**config.mk**
```make
export PLATFORM = sky130hd
export DESIGN_NAME = seg7_scan_decoder
export DESIGN_NICKNAME = d
export VERILOG_FILES = /design/src/rtl/seg7_pkg.sv /design/src/rtl/seg7_glyph_decode.sv /design/src/rtl/seg7_scan_decoder.sv
export SDC_FILE = /design/constraint.sdc
export NUM_CORES = 1
export LEC_CHECK = 0
export CAP_MARGIN = 40
export CELL_PAD_IN_SITES_DETAIL_PLACEMENT = 1
export CELL_PAD_IN_SITES_GLOBAL_PLACEMENT = 2
export CORE_ASPECT_RATIO = 0.8
export CORE_UTILIZATION = 30
export CTS_BUF_LIST = sky130_fd_sc_hd__clkbuf_8
export CTS_CLUSTER_DIAMETER = 30
export DETAILED_ROUTE_END_ITERATION = 10
export PLACE_DENSITY = 0.78
export SLEW_MARGIN = 5
export SYNTH_ARGS = -nofsm -noshare
export SYNTH_HDL_FRONTEND = slang
export SYNTH_SLANG_ARGS = --single-unit
```
**constraint.sdc**
```tcl
create_clock -name clk -period 2.8 [get_ports clk]
set_input_delay 0.56 -clock clk [delete_from_list [all_inputs] [get_ports clk]]
set_output_delay 0.56 -clock clk [all_outputs]
set_load 0.05 [all_outputs]
```
**src/rtl/seg7_pkg.sv**
```systemverilog
// Shared widths, glyph patterns ({a..g}, active-high) and FSM states for the
// seven-segment scan decoder. Hex glyphs A..F become legal under SEG7_HEX_EN.
package seg7_pkg;

  localparam int SEG_W = 7;
  localparam int BCD_W = 4;

  localparam logic [SEG_W-1:0] SEG7_GLYPH_0 = 7'b1111110;
  localparam logic [SEG_W-1:0] SEG7_GLYPH_1 = 7'b0110000;
  localparam logic [SEG_W-1:0] SEG7_GLYPH_2 = 7'b1101101;
  localparam logic [SEG_W-1:0] SEG7_GLYPH_3 = 7'b1111001;
  localparam logic [SEG_W-1:0] SEG7_GLYPH_4 = 7'b0110011;
  localparam logic [SEG_W-1:0] SEG7_GLYPH_5 = 7'b1011011;
  localparam logic [SEG_W-1:0] SEG7_GLYPH_6 = 7'b1011111;
  localparam logic [SEG_W-1:0] SEG7_GLYPH_7 = 7'b1110000;
  localparam logic [SEG_W-1:0] SEG7_GLYPH_8 = 7'b1111111;
  localparam logic [SEG_W-1:0] SEG7_GLYPH_9 = 7'b1111011;
  localparam logic [SEG_W-1:0] SEG7_GLYPH_A = 7'b1110111;
  localparam logic [SEG_W-1:0] SEG7_GLYPH_B = 7'b0011111;
  localparam logic [SEG_W-1:0] SEG7_GLYPH_C = 7'b1001110;
  localparam logic [SEG_W-1:0] SEG7_GLYPH_D = 7'b0111101;
  localparam logic [SEG_W-1:0] SEG7_GLYPH_E = 7'b1001111;
  localparam logic [SEG_W-1:0] SEG7_GLYPH_F = 7'b1000111;

  localparam logic [BCD_W-1:0] SEG7_ERR_CODE = 4'hF;

  typedef enum logic [0:0] {
    SETTLE = 1'b0,
    HOLD   = 1'b1
  } seg7_state_e;

endpackage

```
**src/rtl/seg7_glyph_decode.sv**
```systemverilog
// Combinational inverse of the BCD-to-segment decoder: pattern in, {err, nibble} out.
// Hex glyphs A..F decode to 4'hA..4'hF only when SEG7_HEX_EN is defined.
module seg7_glyph_decode
  import seg7_pkg::*;
(
  input  logic [SEG_W-1:0] seg,
  output logic             err,
  output logic [BCD_W-1:0] nibble
);

  always_comb begin
    err    = 1'b0;
    nibble = SEG7_ERR_CODE;
    case (seg)
      SEG7_GLYPH_0: nibble = 4'h0;
      SEG7_GLYPH_1: nibble = 4'h1;
      SEG7_GLYPH_2: nibble = 4'h2;
      SEG7_GLYPH_3: nibble = 4'h3;
      SEG7_GLYPH_4: nibble = 4'h4;
      SEG7_GLYPH_5: nibble = 4'h5;
      SEG7_GLYPH_6: nibble = 4'h6;
      SEG7_GLYPH_7: nibble = 4'h7;
      SEG7_GLYPH_8: nibble = 4'h8;
      SEG7_GLYPH_9: nibble = 4'h9;
`ifdef SEG7_HEX_EN
      SEG7_GLYPH_A: nibble = 4'hA;
      SEG7_GLYPH_B: nibble = 4'hB;
      SEG7_GLYPH_C: nibble = 4'hC;
      SEG7_GLYPH_D: nibble = 4'hD;
      SEG7_GLYPH_E: nibble = 4'hE;
      SEG7_GLYPH_F: nibble = 4'hF;
`endif
      default: begin
        err    = 1'b1;
        nibble = SEG7_ERR_CODE;
      end
    endcase
  end

endmodule

```
**src/rtl/seg7_scan_decoder.sv**
```systemverilog
// Scanned seven-segment bus monitor: debounces each digit, decodes it into a
// staging frame and publishes the frame atomically once every digit is captured.
// Optional hex glyph support via SEG7_HEX_EN (handled in seg7_glyph_decode).
module seg7_scan_decoder
  import seg7_pkg::*;
#(
  parameter int DIGITS        = 4,
  parameter int STABLE_CYCLES = 3
) (
  input  logic                    clk,
  input  logic                    rst,
  input  logic [SEG_W-1:0]        seg_in,
  input  logic [DIGITS-1:0]       dig_sel,
  output logic [BCD_W*DIGITS-1:0] digits_out,
  output logic [DIGITS-1:0]       digit_err,
  output logic                    frame_err,
  output logic                    frame_valid
);

  localparam int          SAMPLE_W = DIGITS + SEG_W;
  localparam logic [3:0]  STABLE_N = 4'(STABLE_CYCLES);

  logic [SAMPLE_W-1:0]     sample, prev_q, prev_d;
  logic [3:0]              cnt_q, cnt_d;
  seg7_state_e             state_q, state_d;
  logic [DIGITS-1:0]       mask_q, mask_d;
  logic [BCD_W*DIGITS-1:0] stage_nib_q, stage_nib_d;
  logic [DIGITS-1:0]       stage_err_q, stage_err_d;
  logic [BCD_W*DIGITS-1:0] digits_q, digits_d;
  logic [DIGITS-1:0]       derr_q, derr_d;
  logic                    ferr_q, ferr_d;
  logic                    fvalid_q, fvalid_d;

  logic                    sel_onehot;
  logic                    same;
  logic                    capture;
  logic                    publish;
  logic                    dec_err;
  logic [BCD_W-1:0]        dec_nib;

  seg7_glyph_decode u_decode (
    .seg    (seg_in),
    .err    (dec_err),
    .nibble (dec_nib)
  );

  assign sample     = {dig_sel, seg_in};
  assign same       = (sample == prev_q);
  assign sel_onehot = (dig_sel != '0) && ((dig_sel & (dig_sel - DIGITS'(1))) == '0);
  // Capture happens on the edge where the counter reaches the threshold.
  assign capture    = (state_q == SETTLE) && sel_onehot && (cnt_d == STABLE_N);
  assign publish    = &mask_q;

  always_comb begin
    prev_d      = sample;
    cnt_d       = 4'd0;
    state_d     = state_q;
    mask_d      = publish ? '0 : mask_q;
    stage_nib_d = stage_nib_q;
    stage_err_d = stage_err_q;
    digits_d    = digits_q;
    derr_d      = derr_q;
    ferr_d      = ferr_q;
    fvalid_d    = publish;

    if (sel_onehot) begin
      if (!same)                  cnt_d = 4'd1;
      else if (cnt_q == STABLE_N) cnt_d = cnt_q;
      else                        cnt_d = cnt_q + 4'd1;
    end

    case (state_q)
      SETTLE:  if (capture) state_d = HOLD;
      HOLD:    if (!sel_onehot || !same) state_d = SETTLE;
      default: state_d = SETTLE;
    endcase

    // A capture on the publish edge belongs to the next frame's mask.
    if (capture) begin
      mask_d = mask_d | dig_sel;
      for (int i = 0; i < DIGITS; i++) begin
        if (dig_sel[i]) begin
          stage_nib_d[BCD_W*i +: BCD_W] = dec_nib;
          stage_err_d[i]                = dec_err;
        end
      end
    end

    if (publish) begin
      digits_d = stage_nib_q;
      derr_d   = stage_err_q;
      ferr_d   = |stage_err_q;
    end
  end

  always_ff @(posedge clk) begin
    if (rst) begin
      prev_q      <= '0;
      cnt_q       <= '0;
      state_q     <= SETTLE;
      mask_q      <= '0;
      stage_nib_q <= '0;
      stage_err_q <= '0;
      digits_q    <= '0;
      derr_q      <= '0;
      ferr_q      <= 1'b0;
      fvalid_q    <= 1'b0;
    end else begin
      prev_q      <= prev_d;
      cnt_q       <= cnt_d;
      state_q     <= state_d;
      mask_q      <= mask_d;
      stage_nib_q <= stage_nib_d;
      stage_err_q <= stage_err_d;
      digits_q    <= digits_d;
      derr_q      <= derr_d;
      ferr_q      <= ferr_d;
      fvalid_q    <= fvalid_d;
    end
  end

  assign digits_out  = digits_q;
  assign digit_err   = derr_q;
  assign frame_err   = ferr_q;
  assign frame_valid = fvalid_q;

endmodule
```
==> run_results.csv, run 1 <==
group,metric,value,unit
yosys,synth_top_area_share,45.2,%
flow_run,drv_cap,0,
floorplanning,die_y,87.6,µm
min_path,hold_depth,2,
floorplanning,dieArea,0.00955,mm²
placed_design,gp_congestion,0.823,
clock_network,clkTransAtPathRegs,0.08,ns
power_and_ir_drop,ir_drop,0.000238,V
floorplanning,coreArea,0.00867,mm²
cells_and_area,nets,367,
drt,wl_per_cell,15.4,µm
cells_and_area,syn_to_final_growth,23.9,%
yosys,synth-edff-count,0,
yosys,synth_ff_type,"dfxtp_1",
drt,vias,2396,
clock_network,clock_sinks,62,
sta,fmax,0.398,GHz
min_path,min-delay-path-class,"register to register",
yosys,synthMuxAreaShare,2.96,%
sta,hold_violations,0,
clock_network,cts_tree,"yes",
grt,grt_pass1_wl,11800,µm
grt,grt_pass1_vias,2342,
cells_and_area,drive_above_1_share,10.6,%
setup_path,end_kind,"register",
drt,ant_nets,0,
sta,max-slew-margin-rel,46.0,%
yosys,async_flop_share,0,%
yosys,synth_cells,321,
power_and_ir_drop,powerDensity,543,mW/mm²
power_and_ir_drop,finalPower,1.85,mW
setup_path,crit_path_max_incr_delay,0.67,ns
yosys,synth_compound_area_share,15.3,%
drt,route.detailed.drc,0,
yosys,synth_top_family_by_area,"simple AND/OR/NAND/NOR gates",
clock_network,cts_root_buf,"clkbuf_8",
floorplanning,row_count,30,
drt,drt_first_pass_iters,6,
grt,antenna_found_initial,0,
clock_network,cts_setup_buffers,0,
min_path,worstHoldStart,"stage_nib_q[1]$_SDFFE_PP0P_",
min_path,min_to,"digits_out[1]$_SDFFE_PP0P_",
setup_path,critical_path_class,"input pin to register",
cells_and_area,multi_input_area,0.00140,mm²
sta,finalCriticalPeriod,2.51,ns
setup_path,worstPathCellList,"clkdlybuf4s50_1, o21ai_1, nor3_1, nor3_1, nand3b_1, mux2i_1",
floorplanning,die_width,109,µm
cells_and_area,antenna_cells,0,
placed_design,dp_hpwl,5210,µm
cells_and_area,regArea,0.00124,mm²
floorplanning,initial_core_util,31.7,%
clock_network,insertion_delay,0.34,ns
yosys,synth.net_count,335,
sta,report.final.slew_viol_count,0,
clock_network,cts_hold_buf,0,
drt,first_iter_violations,186,
setup_path,crit_path_top_delay_cell,"nor3_1",
yosys,ys_warn_count,0,
yosys,syn_area_per_cell,8.56,µm²
sta,grt_setup_unrepaired,"no",
cells_and_area,n_fill_cell,1022,
yosys,synthTopCellsByArea,"dfxtp_1 45%, a21oi_1 7.6%, nand2_1 7.5%",
drt,routed_wirelength,7220,µm
sta,setup_viol,0,
sta,fin_setup_tns,0,ns
setup_path,reg2regPathDepth,7,
setup_path,crit_fanout,10,
sta,tightest_slew,0.804,ns
grt,grt_use_total,16.2,%
floorplanning,num_io_pins,35,
setup_path,cp-start-kind,"input pin",
sta,skew,0.00856,ns
setup_path,crit_path_frequent_cell,"nor3_1",
setup_path,r2r_end,"stage_nib_q[13]$_SDFFE_PP0P_",
setup_path,r2r_slack,0.46,ns
yosys,synth-adder-area-share,0.455,%
yosys,synth-simple-area-share,27.5,%
power_and_ir_drop,leakage,1.17,nW
setup_path,cp.arrival,2.77,ns
yosys,synth_cell_type_count,48,
clock_network,cts-htree-levels,3,
cells_and_area,finalCoreUtilization,39.3,%
outcome,status,"finished clean",
yosys,synth_top_cell_by_area,"dfxtp_1",
yosys,ys_ff_latch,62,
setup_path,required,3.06,ns
sta,finalCritPeriodShare,89.7,%
grt,grt_start_max_net_pins,34,
yosys,syn_area,0.00275,mm²
yosys,seq_area_frac_synth,45.2,%
yosys,synth-xor-area-share,4.46,%
placed_design,portBuffers,34,
setup_path,reg2reg_from,"cnt_q[0]$_SDFF_PP0_",
clock_network,clk_path_buf_depth,2,
grt,gr-total-overflow,0,
drt,via_per_inst,5.10,
clock_network,cts_buffers,9,
clock_network,ctsResizeCount,0,
metrics by stage:
step / hold slack, ns / worst slack (ns) / instances / cell area [µm²]
3_5_place_dp: 0.450 / -0.0829 / 454 / 3200
3_3_place_gp: 0.442 / 0.151 / 454 / 3200
6_report: 0.458 / 0.287 / 470 / 3400
5_1_grt: 0.473 / 0.110 / 470 / 3400
4_1_cts: 0.456 / 0.310 / 470 / 3400
2_1_floorplan: 0.427 / 0.764 / 321 / 2750
where the power goes:
group / leakage (nW) / total, mW / internal [mW] / switching, mW
clock: 0.0980 / 0.824 / 0.423 / 0.401
sequential: 0.502 / 0.895 / 0.890 / 0.00528
combinational: 0.572 / 0.129 / 0.0517 / 0.0770
state kept, by name (all words and copies together), names as in the netlist:
signal / cells
digits_out: 16
stage_nib_q: 16
prev_q: 11
cnt_q: 4
digit_err: 4
mask_q: 4
stage_err_q: 4
frame_err: 1
frame_valid: 1
state_q: 1
Yosys cell counts, types with 3 or more instances:
| master | instances |
|---|---|
| or3_1 | 3 |
| xor2_1 | 13 |
| and3_1 | 3 |
| nor2_1 | 12 |
| nor3_1 | 7 |
| nor4_1 | 3 |
| o21ai_1 | 5 |
| nand3_1 | 8 |
| inv_1 | 3 |
| dfxtp_1 | 62 |
| nand2b_1 | 9 |
| a211oi_1 | 9 |
| buf_2 | 3 |
| nand2_1 | 55 |
| and4_1 | 3 |
| mux2i_1 | 7 |
| nand4b_1 | 3 |
| clkbuf_1 | 18 |
| nand4_1 | 4 |
| a21oi_1 | 42 |
| nor2b_1 | 11 |
| o21ai_0 | 5 |
cells by family (layout without fill, tap and decap cells):
| group | Yosys count | count (layout) |
|---|---|---|
| multiplexers | 8 | 8 |
| XOR/XNOR | 14 | 14 |
| flip-flops | 62 | 62 |
| AO/OA/AOI/OAI | 72 | 72 |
| AND/OR/NAND/NOR | 138 | 138 |
| adder cells (fa/ha/maj) | 1 | 1 |
| buffers and inverters | 26 | 63 |
per-layer routing:
layer	global-route usage, %	part of all wire [%]	up-vias
met5	0	0	-
met4	5.90	1.0	0
met3	4.39	4.6	10
met2	24.5	44	58
met1	22.3	51	1142
li1	-	-	1186
worst max path at each step:
stage | cells after the start | to | slack (ns) | from
after CTS | 6 | stage_nib_q[15]$_SDFFE_PP0P_ | 0.31 | seg_in[2]
after global placement | 7 | stage_nib_q[8]$_SDFFE_PP0P_ | 0.15 | seg_in[5]
final | 6 | stage_err_q[2]$_SDFFE_PP0P_ | 0.29 | seg_in[2]
after floorplan | 6 | stage_nib_q[13]$_SDFFE_PP0P_ | 0.76 | cnt_q[0]$_SDFF_PP0_
after detailed placement | 6 | stage_nib_q[15]$_SDFFE_PP0P_ | -0.08 | seg_in[2]
after global routing | 6 | stage_nib_q[3]$_SDFFE_PP0P_ | 0.11 | seg_in[2]
cell type report:
cell class | instances | area share, %
flip-flops and latches | 62 | 36.5
multi-input cells | 233 | 41.0
clock inverters | 7 | 2.43
repair buffers | 44 | 12.1
clock buffers | 9 | 3.64
well taps | 112 | 4.12
inverters | 3 | 0.331
worst max-delay path, delay by kind of cell:
kind                   cells  cell delay [ns]
and+or+nand+nor            3             1.11
buffers and inverters      1             0.59
AOI/OAI and AO/OA          1             0.24
muxes                      1             0.26
layout by cell type, fill, tap and decap left out, types with 2 or more instances in the layout:
cell type / count
inv_1: 3
nor3_1: 7
o21ai_0: 5
o21a_1: 2
nand4b_1: 3
clkdlybuf4s50_1: 33
and3_1: 3
o21ai_1: 5
nand2_1: 55
and4_1: 3
nand4_1: 4
nor4_1: 3
nor4_4: 2
mux2i_1: 7
a21oi_1: 42
nor3b_1: 2
buf_4: 10
or3_1: 3
nand3b_1: 2
nand3_1: 8
nor2_1: 12
o31ai_1: 2
clkinvlp_4: 2
or4bb_1: 2
nand2_2: 2
clkbuf_8: 9
a211oi_1: 9
clkinv_4: 2
xor2_1: 13
nand2b_1: 9
dfxtp_1: 62
nor2b_1: 11
(Power assumes the default switching activity.)
==> run 2, diff against run 1 <==
Clock period 2.8 ns to 2.6 ns, I/O delays scaled along.
==> run 2 against run 1 <==
  * Register-to-register slack worse by 0.15 ns
  * Setup slack better by 0.019 ns
  * Count of clock-buffer cells in the layout stayed put
  * Clock power is 5.5% higher
  * Flip-flop and latch count stayed put
  * Global-route usage is 0.29 points higher
  * Critical path depth stayed put
  * Power is 7.2% higher
  * Non-clock buffer count is 9 higher
  * Highest routed layer unchanged
  * Largest cell class unchanged
  * Die area stayed put
  * Final cell count is 1.9% higher
==> run_results.csv, run 2 (synthesis results as in run 1) <==
group,metric,value,unit
grt,grt_pass1_vias,2336,
setup_path,r2r_end,"stage_nib_q[13]$_SDFFE_PP0P_",
placed_design,portBuffers,34,
sta,max-slew-margin-rel,52.1,%
cells_and_area,final_cell_mix,"62 x dfxtp_1, 55 x nand2_1, 42 x a21oi_1",
min_path,min-delay-path-class,"register to register",
grt,grt_start_max_net_pins,41,
setup_path,critical_path_class,"input pin to register",
clock_network,clock_sinks,62,
setup_path,cp.arrival,2.51,ns
placed_design,pre_cts_ws,-0.0241,ns
drt,ant_nets,0,
cells_and_area,antenna_cells,0,
clock_network,ctsResizeCount,0,
floorplanning,dieArea,0.00955,mm²
drt,route.detailed.drc,0,
floorplanning,initial_core_util,31.7,%
placed_design,dp_hpwl,5300,µm
min_path,hold_depth,2,
cells_and_area,n_fill_cell,1033,
floorplanning,coreArea,0.00867,mm²
cells_and_area,final_common_cell,"dfxtp_1",
floorplanning,row_count,30,
clock_network,clk_path_buf_depth,2,
grt,met1_usage,23.2,%
drt,vias,2403,
grt,met2_usage,24.4,%
drt,first_iter_violations,112,
cells_and_area,nets,376,
cells_and_area,syn_to_final_growth,26.7,%
power_and_ir_drop,powerDensity,569,mW/mm²
sta,setup_ws,0.307,ns
cells_and_area,finalCoreUtilization,40.2,%
drt,wl_per_cell,15.0,µm
grt,grt_pass1_wl,12000,µm
setup_path,r2r_slack,0.31,ns
clock_network,cts_hold_buf,0,
clock_network,cts_buffers,9,
setup_path,reg2reg_from,"cnt_q[1]$_SDFF_PP0_",
setup_path,reg2regPathDepth,7,
min_path,min_to,"digits_out[1]$_SDFFE_PP0P_",
sta,finalCriticalPeriod,2.29,ns
power_and_ir_drop,ir_drop,0.000227,V
clock_network,cts_root_buf,"clkbuf_8",
grt,gr-total-overflow,0,
floorplanning,die_width,109,µm
setup_path,required,2.81,ns
sta,setup_viol,0,
sta,grt_setup_unrepaired,"no",
setup_path,cp-start-kind,"input pin",
drt,via_per_inst,5.02,
clock_network,cts_tree,"yes",
clock_network,cts_setup_buffers,0,
setup_path,end_kind,"register",
grt,grt_use_met3,4.46,%
sta,skew,0.00780,ns
power_and_ir_drop,leakage,1.22,nW
clock_network,insertion_delay,0.35,ns
outcome,status,"finished clean",
cells_and_area,regArea,0.00124,mm²
grt,antenna_found_initial,0,
floorplanning,num_io_pins,35,
clock_network,cts-htree-levels,3,
placed_design,gp_congestion,0.768,
grt,grt_use_total,16.5,%
sta,whs,0.455,ns
cells_and_area,drive_above_1_share,12.8,%
sta,fmax,0.436,GHz
clock_network,clkTransAtPathRegs,0.07,ns
sta,tightest_slew,0.718,ns
min_path,worstHoldStart,"digits_out[1]$_SDFFE_PP0P_",
setup_path,crit_fanout,8,
grt,grt_busiest_layer,"met2",
sta,finalCritPeriodShare,88.2,%
sta,report.final.slew_viol_count,0,
cells_and_area,multi_input_area,0.00140,mm²
sta,hold_violations,0,
flow_run,drv_cap,0,
drt,routed_wirelength,7180,µm
sta,fin_setup_tns,0,ns
drt,drt_first_pass_iters,4,
floorplanning,die_y,87.6,µm
==> run 2: cell count changes in the layout (fill, tap and decap cells not counted) <==
cell / before / now
buf_4: 10 / 18
buf_12: 0 / 1
clkinv_4: 2 / 3
inv_6: 1 / 2
clkinvlp_4: 2 / 1
inv_8: 1 / 0
==> run 2: area by class of cell <==
cell class,instances,area share [%]
tap,112,4.02
sequential,62,35.6
multi-input combinational,233,40.1
timing repair buffer,53,14.1
clock buffer,9,3.56
clock inverter,7,2.33
inverter,3,0.323
==> run 2: per-layer routing <==
metal / part of all wire (%) / wire length, µm
met1: 52 / 3750
met2: 42 / 3040
met3: 4.0 / 285
met4: 1.6 / 114
met5: 0 / 0
==> run 2: where the power goes <==
group	internal, mW	total [mW]	switching, mW
Combinational	0.0634	0.150	0.0863
Clock	0.453	0.869	0.416
Sequential	0.959	0.963	0.00451
Total	1.48	1.98	0.506
==> run 2: worst max path at each step <==
stage          cells past startpoint                      endpoint           startpoint
3_5_place_dp                       6  stage_nib_q[11]$_SDFFE_PP0P_            seg_in[4]
4_1_cts                            7  stage_nib_q[13]$_SDFFE_PP0P_  cnt_q[1]$_SDFF_PP0_
2_1_floorplan                      6  stage_nib_q[13]$_SDFFE_PP0P_  cnt_q[0]$_SDFF_PP0_
5_1_grt                            7  stage_nib_q[13]$_SDFFE_PP0P_  cnt_q[1]$_SDFF_PP0_
3_3_place_gp                       6   stage_nib_q[7]$_SDFFE_PP0P_            seg_in[4]
6_report                           6  stage_nib_q[11]$_SDFFE_PP0P_            seg_in[2]
==> run 2: worst max-delay path: stages <==
cell and delay (ns):
clkdlybuf4s50_1 0.64, or4bb_1 0.53, o32ai_1 0.15, o21ai_1 0.14, a21oi_1 0.38, a211oi_1 0.14
==> run 2: through the flow <==
stage          power (mW)  instances  instance area [µm²]
4_1_cts              2.01        479                 3480
3_5_place_dp         1.14        463                 3280
6_report             1.98        479                 3480
2_1_floorplan        1.08        321                 2750
5_1_grt              2.07        479                 3480
3_3_place_gp         1.13        463                 3280
